[src/rtl/aes_round_sequencer.sv]
// aes_round_sequencer
//   Round sequencer for the AES round/key-expansion datapath. It accepts an
//   operation on start and picks the round count from key_len
//   (00 -> NR_128, 01 -> NR_192, 10 -> NR_256, 11 -> NR_128). It steps one
//   round per en and produces the matching Rcon byte. It reports completion
//   with a one-cycle done pulse. abort drops back to idle without done.
//
// Ports
//   clk          in   1      clock, rising edge
//   arst         in   1      synchronous active-high reset
//   start        in   1      begin operation (sampled only in IDLE)
//   key_len      in   2      key size select, latched with accepted start
//   en           in   1      advance one round (ignored in IDLE)
//   abort        in   1      terminate current operation, no done
//   busy         out  1      operation in progress
//   done         out  1      single-cycle completion pulse
//   round        out  CNT_W  current round number, 0 when idle
//   first_round  out  1      busy && round == 1
//   last_round   out  1      busy && round == nr
//   rcon         out  8      Rcon byte for the current round
module aes_round_sequencer #(
    parameter int CNT_W  = 4,
    parameter int NR_128 = 10,
    parameter int NR_192 = 12,
    parameter int NR_256 = 14
) (
    input  logic             clk,
    input  logic             arst,
    input  logic             start,
    input  logic [1:0]       key_len,
    input  logic             en,
    input  logic             abort,
    output logic             busy,
    output logic             done,
    output logic [CNT_W-1:0] round,
    output logic             first_round,
    output logic             last_round,
    output logic [7:0]       rcon
);

    typedef enum logic [0:0] {
        IDLE = 1'b0,
        RUN  = 1'b1
    } state_t;

    state_t           state_q, state_d;
    logic [CNT_W-1:0] round_q, round_d;
    logic [CNT_W-1:0] nr_q, nr_d;
    logic [7:0]       rcon_q, rcon_d;
    logic             done_q, done_d;

    // GF(2^8) multiply by x, reduced modulo the AES polynomial (0x11B).
    function automatic logic [7:0] xtime(input logic [7:0] x);
        xtime = {x[6:0], 1'b0} ^ (x[7] ? 8'h1B : 8'h00);
    endfunction

    // Round count for a key size. The unused code 11 falls back to AES-128.
    function automatic logic [CNT_W-1:0] nr_sel(input logic [1:0] kl);
        case (kl)
            2'b01:   nr_sel = CNT_W'(NR_192);
            2'b10:   nr_sel = CNT_W'(NR_256);
            default: nr_sel = CNT_W'(NR_128);
        endcase
    endfunction

    // State and per-operation registers
    always_ff @(posedge clk) begin
        if (arst) begin
            state_q <= IDLE;
            round_q <= '0;
            nr_q    <= CNT_W'(NR_128);
            rcon_q  <= 8'h01;
            done_q  <= 1'b0;
        end else begin
            state_q <= state_d;
            round_q <= round_d;
            nr_q    <= nr_d;
            rcon_q  <= rcon_d;
            done_q  <= done_d;
        end
    end

    // Next-state logic
    always_comb begin
        state_d = state_q;
        round_d = round_q;
        nr_d    = nr_q;
        rcon_d  = rcon_q;
        done_d  = 1'b0;

        unique case (state_q)
            IDLE: begin
                // done is high during this state's first cycle, and start is
                // still honoured then. That gives zero-gap back-to-back operations.
                round_d = '0;
                rcon_d  = 8'h01;
                if (start) begin
                    state_d = RUN;
                    round_d = CNT_W'(1);
                    nr_d    = nr_sel(key_len);
                end
            end
            RUN: begin
                if (abort) begin
                    // abort wins over en, even on the final round.
                    state_d = IDLE;
                    round_d = '0;
                    rcon_d  = 8'h01;
                end else if (en) begin
                    if (round_q == nr_q) begin
                        state_d = IDLE;
                        round_d = '0;
                        rcon_d  = 8'h01;
                        done_d  = 1'b1;
                    end else begin
                        round_d = round_q + CNT_W'(1);
                        rcon_d  = xtime(rcon_q);
                    end
                end
            end
            default: begin
                state_d = IDLE;
                round_d = '0;
                rcon_d  = 8'h01;
            end
        endcase
    end

    // Outputs: decoded from registered state only, no input-to-output paths
    always_comb begin
        busy        = (state_q == RUN);
        first_round = (state_q == RUN) && (round_q == CNT_W'(1));
        last_round  = (state_q == RUN) && (round_q == nr_q);
        done        = done_q;
        round       = round_q;
        rcon        = rcon_q;
    end

endmodule
[config.mk]
export PLATFORM = sky130hd
export DESIGN_NAME = aes_round_sequencer
export DESIGN_NICKNAME = d
export VERILOG_FILES = /design/src/rtl/aes_round_sequencer.sv
export SDC_FILE = /design/constraint.sdc
export NUM_CORES = 1
export LEC_CHECK = 0
export ABC_AREA = 1
export BUFFER_PORTS_ARGS = -buffer_cell sky130_fd_sc_hd__buf_2
export CORE_UTILIZATION = 35
export CTS_BUF_LIST = sky130_fd_sc_hd__clkbuf_8 sky130_fd_sc_hd__clkbuf_16
export DETAILED_ROUTE_END_ITERATION = 6
export HOLD_SLACK_MARGIN = 0.02
export SYNTH_ARGS = -nofsm -noshare
export SYNTH_HDL_FRONTEND = slang
export SYNTH_SLANG_ARGS = --single-unit
export TNS_END_PERCENT = 10
[constraint.sdc]
create_clock -name clk -period 1.32 [get_ports clk]
set_clock_uncertainty 0.05 [all_clocks]
set_input_delay 0.132 -clock clk [delete_from_list [all_inputs] [get_ports clk]]
set_output_delay 0.132 -clock clk [all_outputs]
set_load 0.05 [all_outputs]
==> flow_summary.json, run 1 <==
{
  "outcome": "finished with violations",
  "violations_in_the_final_reports": "setup timing",
  "critical_path.endpoint": "last_round",
  "synth_seq_area_share": 0.3580,
  "yosys-mux-area-fraction": 0,
  "timing.reg2reg.worst_path_depth": 5,
  "period_minus_slack_ns": 1.360,
  "busiest_layer": "met2",
  "fillCellCount": 240,
  "r2r_start": "round[0]",
  "clock_latency_of_the_later_clocked_register_in_the_worst_skew_pair_ns": 0.25,
  "hold-worst-slack_ns": 0.1352,
  "main_combinational_cell_family_by_area_after_synthesis": "simple AND/OR/NAND/NOR gates",
  "critical-path-top-delay-family": "flip-flops",
  "grt_usage": 0.1617,
  "reg2reg_setup_slack_ns": 0.15,
  "yosysWarnings": 0,
  "num-nets-final": 148,
  "synth_area_sq_um": 894.6,
  "critical_path.endpoint_type": "output pin",
  "highest_count_cells_in_the_layout_ignoring_fill_and_taps": "sky130_fd_sc_hd__nand2_1, sky130_fd_sc_hd__buf_2, sky130_fd_sc_hd__dfxtp_1, sky130_fd_sc_hd__inv_1, sky130_fd_sc_hd__a21oi_2",
  "area_delta_synth_final_pct": 31.47,
  "numPlacedInstances": 159,
  "power.leakage_nw": 0.5363,
  "floorplan.io_pins": 23,
  "global_route.usage.met3": 0.05507,
  "post_synth_and_or_nand_nor_area_fraction": 0.3371,
  "crit_path_max_cell_delay_ns": 0.35,
  "vias_post_dr": 756,
  "fraction_of_final_layout_cells_with_drive_strength_greater_than_1": 0.4891,
  "place_ws_ns": 0.09241,
  "setup_viol_count_final": 2,
  "worstPathCellList": "inv_2, nand2_2, nor2_4, nand3_4, nor2_4, buf_6",
  "die-area_sq_um": 2762,
  "finish.cell_count_without_fillers": 165,
  "final_weighted_congestion_in_routability_driven_placement": 0.7469,
  "setup_slack_ns": -0.03995,
  "detail_route_antenna_nets": 0,
  "effective_utilization_at_floorplan": 0.3859,
  "dpl.hpwl_microns": 1382,
  "max_freq_mhz": 735.3,
  "power.density_cell_area_nw_per_um2": 927.2,
  "antenna_cells_inserted": 0,
  "fraction_of_the_mapped_netlist_area_in_adder_cells": 0.04196,
  "startpoint_type": "flip-flop",
  "worst-path-stages": 6,
  "yosys_register_bits": 16,
  "detailedRoute.firstIterationViolations": 6,
  "cp-startpoint": "round[0]",
  "final_count_of_hold_timing_violations": 0,
  "maxSlewHeadroom": 0.7520,
  "routed_wire_length_per_instance_microns": 11.36,
  "required_ns": 1.14,
  "syn_nets": 117,
  "drt-pass1-iter-count": 4,
  "totalPowerFinal_w": 0.001090,
  "grt_first_pass_wirelength_microns": 3236,
  "cpMaxStageDelayCell": "sky130_fd_sc_hd__dfxtp_4",
  "cts_max_path_buffers": 2,
  "layout_worst_path_cycle_share": 1.030,
  "largest_net_degree_at_the_start_of_global_routing": 15,
  "regToRegEndpoint": "round[2]",
  "remaining_overflow_grt": 0,
  "synth_cell_types": 24,
  "via_per_inst": 4.582,
  "die_width_microns": 52.56,
  "post_synth.cell_area_avg_sq_um": 8.361,
  "grt_antenna_before_repair": 0,
  "timing.critical_path.mode_cell": "sky130_fd_sc_hd__nor2_4",
  "tightestPinTransition_ns": 0.3720,
  "worst_setup_hold_path_clk_slew_ns": 0.07,
  "holdCritPathClass": "input pin to flip-flop",
  "via_count_of_the_first_global_routing_pass": 726,
  "maxCapViolCount": 0,
  "mostFrequentLayoutCell": "sky130_fd_sc_hd__nand2_1",
  "critPathArrivalTime_ns": 1.18,
  "port_buffers": 22,
  "crit_type": "flip-flop to output pin",
  "num_rows": 17,
  "unrepaired_setup_endpoints_after_global_routing": "yes",
  "cts_hold_buffers": 0,
  "slew_viol_final": 0,
  "die_height_microns": 52.56,
  "synth_xor_xnor_area_share": 0.03916,
  "root_buffer": "sky130_fd_sc_hd__clkbuf_8",
  "setup-tns-final_ns": -0.07747,
  "cts_inserted_buffers": 3,
  "multiInputGateArea_sq_um": 518.0,
  "post-route-drc-count": 0,
  "cts_tree": "built",
  "clkSinkCount": 16,
  "coreArea_sq_um": 2318,
  "met2_usage": 0.2764,
  "area.sequential_sq_um": 336.6,
  "critPathBufInv": 2,
  "maximum_vdd_drop_mv": 1.064,
  "detail_route.wirelength_microns": 1874,
  "timing.critical_path.fanout_max": 4,
  "syn-instance-count": 107,
  "synth_compound_area_frac": 0.1245,
  "htree_num_levels": 1,
  "grt_use_met1": 0.2025
}
[cells in the mapped netlist]
library cell                n  share of area
sky130_fd_sc_hd__inv_1     12          0.050
sky130_fd_sc_hd__nand3b_1   1         0.0084
sky130_fd_sc_hd__nor4_4     1          0.024
sky130_fd_sc_hd__nand2_2    1         0.0070
sky130_fd_sc_hd__xor2_1     4          0.039
sky130_fd_sc_hd__a21oi_1    7          0.039
sky130_fd_sc_hd__nor2_1     4          0.017
sky130_fd_sc_hd__nor2_8     1          0.022
sky130_fd_sc_hd__buf_6      1          0.013
sky130_fd_sc_hd__o21ai_0    3          0.017
sky130_fd_sc_hd__buf_2      1         0.0056
sky130_fd_sc_hd__ha_1       3          0.042
sky130_fd_sc_hd__nand2_1   25           0.10
sky130_fd_sc_hd__buf_12     1          0.022
sky130_fd_sc_hd__nand3_1    5          0.028
sky130_fd_sc_hd__nor2_4     1          0.013
sky130_fd_sc_hd__nor3_1     2          0.011
sky130_fd_sc_hd__a21oi_2    7          0.069
sky130_fd_sc_hd__nand2_4    1          0.013
sky130_fd_sc_hd__inv_2      2         0.0084
sky130_fd_sc_hd__nand3_2    5          0.056
sky130_fd_sc_hd__nand3_4    1          0.020
sky130_fd_sc_hd__dfxtp_1   16           0.36
sky130_fd_sc_hd__nor2_2     2          0.014
[worst min-delay path by stage]
stage / start / end / slack [ns] / cells after the start
final: key_len[0] / nr_q[2] / 0.14 / 3
after global routing: key_len[0] / nr_q[2] / 0.14 / 3
after CTS: key_len[0] / nr_q[2] / 0.14 / 3
after detailed placement: key_len[0] / nr_q[2] / 0.40 / 3
after global placement: key_len[0] / nr_q[2] / 0.39 / 3
after floorplan: arst / round[1] / 0.14 / 1
[sequential cells by signal, indices dropped and copies added (netlist names)]
register and flops:
rcon 8, round 4, nr_q 2, busy 1, done 1
[metal layers]
metal  vias up  routed length, microns  share of wire
met2        13                     901           0.48
met1       340                     887           0.47
met5         -                       0              0
met3         0                      84          0.045
met4         0                       0              0
li1        403                       -              -
[through the flow]
stage          cell area [sq um]  utilization
2_1_floorplan              932.1            -
3_3_place_gp                1079       0.4652
3_5_place_dp                1079       0.4652
4_1_cts                     1169       0.5040
5_1_grt                     1176       0.5073
6_report                    1176       0.5073
[cells by family after synthesis]
| kind of cell | after synthesis |
|---|---|
| xor gates and xnor gates | 4 |
| and+or+nand+nor | 50 |
| DFF | 16 |
| adders and majority gates | 3 |
| AOI/OAI and AO/OA | 17 |
| buffers and inverters | 17 |
[final cells by class]
| cell class | instances | share of cell area |
|---|---|---|
| timing repair buffer | 29 | 0.1521 |
| tap | 28 | 0.02979 |
| clock buffer | 4 | 0.04681 |
| multi-input combinational | 74 | 0.4404 |
| inverter | 14 | 0.04468 |
| sequential | 16 | 0.2862 |
[timing repair]
action                                  4_1_cts  5_1_grt
gates resized for setup                       7        2
pin swaps                                     1        0
setup buffers                                 2        0
endpoints found under the setup margin        2        3
[power breakdown]
| group | total, W | switching [W] | internal [W] |
|---|---|---|---|
| clock | 0.000439 | 0.000174 | 0.000265 |
| combinational | 0.000147 | 0.000102 | 0.0000451 |
| sequential | 0.000505 | 0.0000143 | 0.000491 |
| total | 0.00109 | 0.000290 | 0.000800 |
[worst reg2reg max path: stages, from the launching register on]
cell and delay, ns:
sky130_fd_sc_hd__dfxtp_4 0.35, sky130_fd_sc_hd__buf_4 0.14, sky130_fd_sc_hd__ha_1 0.19, sky130_fd_sc_hd__xor2_1 0.13, sky130_fd_sc_hd__nand3_1 0.11, sky130_fd_sc_hd__a21oi_2 0.13
No activity file was read; power rests on OpenSTA's default activity.
==> inputs of run 2 (changes only) <==
==> constraint.sdc (replaced) <==
create_clock -name clk -period 1.32 [get_ports clk]
set_clock_uncertainty 0.05 [all_clocks]
set_input_delay 0.264 -clock clk [delete_from_list [all_inputs] [get_ports clk]]
set_output_delay 0.264 -clock clk [all_outputs]
set_load 0.05 [all_outputs]
==> flow_summary.json, run 2 (synthesized netlist as in run 1, its figures left out) <==
{
  "max_freq_mhz": 679.4,
  "maximum_vdd_drop_mv": 0.7421,
  "slew_viol_final": 0,
  "maxSlewHeadroom": 0.8334,
  "grt_antenna_before_repair": 0,
  "final_cell_area_sq_um": 1237,
  "layout_worst_path_cycle_share": 1.115,
  "antenna_cells_inserted": 0,
  "mostFrequentLayoutCell": "sky130_fd_sc_hd__nand2_1",
  "cts_inserted_buffers": 3,
  "coreArea_sq_um": 2318,
  "die_width_microns": 52.56,
  "detailedRoute.firstIterationViolations": 11,
  "largest_net_degree_at_the_start_of_global_routing": 15,
  "die_height_microns": 52.56,
  "floorplan.io_pins": 23,
  "detail_route_antenna_nets": 0,
  "timing.critical_path.fanout_max": 4,
  "root_buffer": "sky130_fd_sc_hd__clkbuf_8",
  "htree_num_levels": 1,
  "area_delta_synth_final_pct": 38.32,
  "area.sequential_sq_um": 337.8,
  "holdCritPathClass": "input pin to flip-flop",
  "num-nets-final": 152,
  "detailed_place.area_sq_um": 1109,
  "totalPowerFinal_w": 0.001111,
  "routed_wire_length_per_instance_microns": 11.93,
  "cts_tree": "built",
  "vias_post_dr": 801,
  "via_count_of_the_first_global_routing_pass": 746,
  "flip_flop_count_of_the_largest_register_after_layout": 8,
  "effective_utilization_at_floorplan": 0.3859,
  "final_weighted_congestion_in_routability_driven_placement": 0.7512,
  "critPathArrivalTime_ns": 1.16,
  "grt_usage": 0.1784,
  "die-area_sq_um": 2762,
  "min_path_cells": 2,
  "timing.reg2reg.worst_path_depth": 6,
  "power.leakage_nw": 0.5583,
  "fillCellCount": 228,
  "setup_slack_ns": -0.1519,
  "fraction_of_final_layout_cells_with_drive_strength_greater_than_1": 0.5319,
  "setup-tns-final_ns": -0.2855,
  "dpl.hpwl_microns": 1507,
  "detail_route.wirelength_microns": 2017,
  "period_minus_slack_ns": 1.472,
  "highest_count_cells_in_the_layout_ignoring_fill_and_taps": "sky130_fd_sc_hd__nand2_1, sky130_fd_sc_hd__buf_2, sky130_fd_sc_hd__buf_4, sky130_fd_sc_hd__inv_1, sky130_fd_sc_hd__dfxtp_1",
  "maxCapViolCount": 0,
  "post-route-drc-count": 0,
  "setup_viol_count_final": 2,
  "startpoint_type": "flip-flop",
  "multiInputGateArea_sq_um": 535.5,
  "clock_latency_of_the_later_clocked_register_in_the_worst_skew_pair_ns": 0.25,
  "cts_hold_buffers": 0,
  "cts_max_path_buffers": 2,
  "power.density_cell_area_nw_per_um2": 898.2,
  "violations_in_the_final_reports": "setup timing",
  "drt-pass1-iter-count": 4,
  "grt_first_pass_wirelength_microns": 3401,
  "final_count_of_hold_timing_violations": 0,
  "num_rows": 17,
  "port_buffers": 22,
  "remaining_overflow_grt": 0,
  "critical_path.endpoint_type": "output pin",
  "via_per_inst": 4.740,
  "worst_setup_hold_path_clk_slew_ns": 0.06,
  "unrepaired_setup_endpoints_after_global_routing": "yes",
  "tightestPinTransition_ns": 0.2516,
  "clkSinkCount": 16,
  "required_ns": 1.01,
  "crit_type": "flip-flop to output pin",
  "place_ws_ns": -0.01248,
  "outcome": "finished with violations"
}
==> run 2: routing by layer <==
layer,track usage,vias to the layer above,share of wire
li1,-,409,-
met1,0.2316,369,0.45
met2,0.2679,19,0.48
met3,0.04638,4,0.047
met4,0.09211,0,0.018
met5,0,-,0
==> run 2: critical path, cell delays in order, from the launching register on <==
cell	delay [ns]
sky130_fd_sc_hd__dfxtp_4	0.36
sky130_fd_sc_hd__inv_2	0.06
sky130_fd_sc_hd__nand2_2	0.05
sky130_fd_sc_hd__nor2_4	0.10
sky130_fd_sc_hd__nand3_4	0.08
sky130_fd_sc_hd__nor2_4	0.10
sky130_fd_sc_hd__buf_8	0.15
==> run 2: area by class of cell <==
type / instances / area share
Multi-Input combinational cell: 74 / 0.4328
Sequential cell: 16 / 0.2730
Timing Repair Buffer: 33 / 0.1769
Clock buffer: 4 / 0.04449
Inverter: 14 / 0.04449
Tap cell: 28 / 0.02831
==> run 2: where the power goes <==
part	internal, W	switching [W]
registers	0.000491	0.0000157
logic	0.0000570	0.000106
clock network	0.000265	0.000177
total	0.000813	0.000299
==> run 2: final timing paths <==
path                                from    endpoint  slack [ns]
worst max-delay path            round[0]  last_round       -0.15
worst min-delay path                arst    round[3]        0.25
worst max register to register  round[1]    round[2]           0
worst min register to register   rcon[1]     rcon[1]        0.43
==> run 2: repair_timing <==
item / 4_1_cts / 5_1_grt
pin swaps: 3 / 2
gates resized for setup: 12 / 9
hold endpoints to repair: 0 / 0
endpoints found under the setup margin: 5 / 9
setup buffers: 2 / 0
==> run 2: metrics by stage <==
step                      utilization  std cells  hold slack (ns)
final                          0.5337        169           0.2548
after global routing           0.5337        169           0.2723
after CTS                      0.5229        169           0.2493
after detailed placement       0.4781        163           0.4274
after global placement         0.4781        163           0.4199
after floorplan                     -        107           0.2673
==> inputs of run 3 (changes only) <==
- GPL_TIMING_DRIVEN: unset -> 0
- SKIP_CTS_REPAIR_TIMING: unset -> 1
==> flow_summary.json, run 3 (synthesized netlist as in run 1, its figures left out) <==
{
  "die-area_sq_um": 2762,
  "required_ns": 1.01,
  "maximum_vdd_drop_mv": 0.4756,
  "power_switching_share": 0.2808,
  "cts_tree": "built",
  "startpoint_type": "flip-flop",
  "clockPowerShare": 0.363,
  "htree_num_levels": 1,
  "num_rows": 17,
  "routed_wire_length_per_instance_microns": 11.53,
  "max_freq_mhz": 618.5,
  "power.density_cell_area_nw_per_um2": 819.6,
  "min_from": "arst",
  "num-nets-final": 157,
  "combinationalPowerShare": 0.150,
  "dpl.hpwl_microns": 1379,
  "power.switching_w": 0.0002920,
  "highest_count_cells_in_the_layout_ignoring_fill_and_taps": "sky130_fd_sc_hd__nand2_1, sky130_fd_sc_hd__buf_2, sky130_fd_sc_hd__buf_4, sky130_fd_sc_hd__inv_1, sky130_fd_sc_hd__dfxtp_1",
  "fraction_of_final_layout_cells_with_drive_strength_greater_than_1": 0.5205,
  "post-route-drc-count": 0,
  "detailedRoute.firstIterationViolations": 7,
  "drt-pass1-iter-count": 4,
  "vias_post_dr": 822,
  "slew_viol_final": 0,
  "detailroute.wirelength.met2_microns": 977,
  "area_delta_synth_final_pct": 41.82,
  "power.leakage_nw": 0.5795,
  "unrepaired_setup_endpoints_after_global_routing": "yes",
  "timing.critical_path.fanout_max": 5,
  "floorplan.io_pins": 23,
  "r2r_start": "round[0]",
  "tightestPinTransition_ns": 0.2640,
  "die_width_microns": 52.56,
  "cts_max_path_buffers": 2,
  "grt_usage": 0.1608,
  "routed_length_on_met3_microns": 52,
  "coreArea_sq_um": 2318,
  "worst_setup_hold_path_clk_slew_ns": 0.07,
  "crit_type": "flip-flop to output pin",
  "grt_antenna_before_repair": 0,
  "grt_first_pass_wirelength_microns": 3160,
  "via_per_inst": 4.724,
  "die_height_microns": 52.56,
  "largest_net_degree_at_the_start_of_global_routing": 11,
  "mostFrequentLayoutCell": "sky130_fd_sc_hd__nand2_1",
  "intPower_w": 0.0007479,
  "maxSlewHeadroom": 0.8240,
  "maxCapViolCount": 0,
  "holdCritPathClass": "input pin to flip-flop",
  "setup_viol_count_final": 10,
  "detail_route_antenna_nets": 0,
  "flip_flop_count_of_the_largest_register_after_layout": 8,
  "detail_route.wirelength_microns": 2007,
  "critical_path.endpoint_type": "output pin",
  "effective_utilization_at_floorplan": 0.3859,
  "hold-worst-slack_ns": 0.1975,
  "cp-startpoint": "round[0]",
  "remaining_overflow_grt": 0,
  "outcome": "finished with violations",
  "maxUsedRoutingLayer": "met4",
  "antenna_cells_inserted": 0,
  "clkSinkCount": 16,
  "via_count_of_the_first_global_routing_pass": 709,
  "layout_worst_path_cycle_share": 1.225,
  "final_weighted_congestion_in_routability_driven_placement": 0.7305,
  "setup_slack_ns": -0.2969,
  "sequentialPowerShare": 0.487,
  "detail_route.wirelength.met1_microns": 938,
  "port_buffers": 22,
  "final_count_of_hold_timing_violations": 0,
  "violations_in_the_final_reports": "setup timing",
  "fillCellCount": 235,
  "period_minus_slack_ns": 1.617,
  "critPathArrivalTime_ns": 1.30,
  "cts_inserted_buffers": 3,
  "clock_latency_of_the_later_clocked_register_in_the_worst_skew_pair_ns": 0.25,
  "final_core_util": 0.5472,
  "root_buffer": "sky130_fd_sc_hd__clkbuf_8"
}
==> run 3: cell types whose count changed in the layout (fill, tap and decap cells not counted), sizes merged <==
cell and delta:
buf +5, clkbuf -1, inv +1
==> run 3: through the flow <==
stage | instances | power [W] | setup WS [ns] | TNS, ns | area, sq um
6_report | 174 | 0.001040 | -0.2969 | -0.7539 | 1269
3_3_place_gp | 157 | 0.0006552 | -0.2303 | -0.2303 | 1077
4_1_cts | 161 | 0.001034 | -0.5193 | -0.8014 | 1122
5_1_grt | 174 | 0.001095 | -0.3648 | -1.296 | 1269
3_5_place_dp | 157 | 0.0006565 | -0.2352 | -0.2352 | 1077
2_1_floorplan | 107 | 0.0006186 | -0.1964 | -0.3082 | 932.1
==> run 3: power groups by stage <==
stage	Clock, W	Combinational (W)	Sequential [W]
CTS	0.000388	0.000140	0.000506
global route	0.000415	0.000171	0.000509
global placement	0	0.000138	0.000518
finish	0.000377	0.000156	0.000507
floorplan	0	0.0000772	0.000541
detailed placement	0	0.000139	0.000517
==> run 3: layout make-up <==
| cell class | count | area, sq um | area share |
|---|---|---|---|
| plain buffers | 3 | 36.28 | 0.02860 |
| clock buffers | 3 | 41.29 | 0.03254 |
| clock inverters | 1 | 3.754 | 0.002959 |
| inverters | 14 | 55.05 | 0.04339 |
| multi-input cells | 74 | 528.0 | 0.4162 |
| flip-flops and latches | 16 | 336.6 | 0.2653 |
| well taps | 28 | 35.03 | 0.02761 |
| repair buffers | 35 | 232.7 | 0.1834 |
==> run 3: worst max-delay path, stage by stage, from the launching register on <==
cell and delay (ns):
sky130_fd_sc_hd__dfxtp_4 0.37, sky130_fd_sc_hd__inv_4 0.06, sky130_fd_sc_hd__nand2_4 0.04, sky130_fd_sc_hd__nor2_4 0.11, sky130_fd_sc_hd__nand3_4 0.09, sky130_fd_sc_hd__buf_12 0.14
sky130_fd_sc_hd__nor2_4 0.08, sky130_fd_sc_hd__buf_8 0.15
==> run 3: final timing paths <==
check        depth (start not counted)    endpoint  slack [ns]
max                                  7  last_round       -0.30
min                                  2    round[1]        0.20
max reg2reg                          9     rcon[3]       -0.05
min reg2reg                          2     rcon[1]        0.43
==> run 3: routing by layer <==
layer	vias up	global-route usage
met3	5	0.02609
met4	0	0.07895
met2	14	0.2553
met5	-	0
met1	382	0.2088
li1	421	-
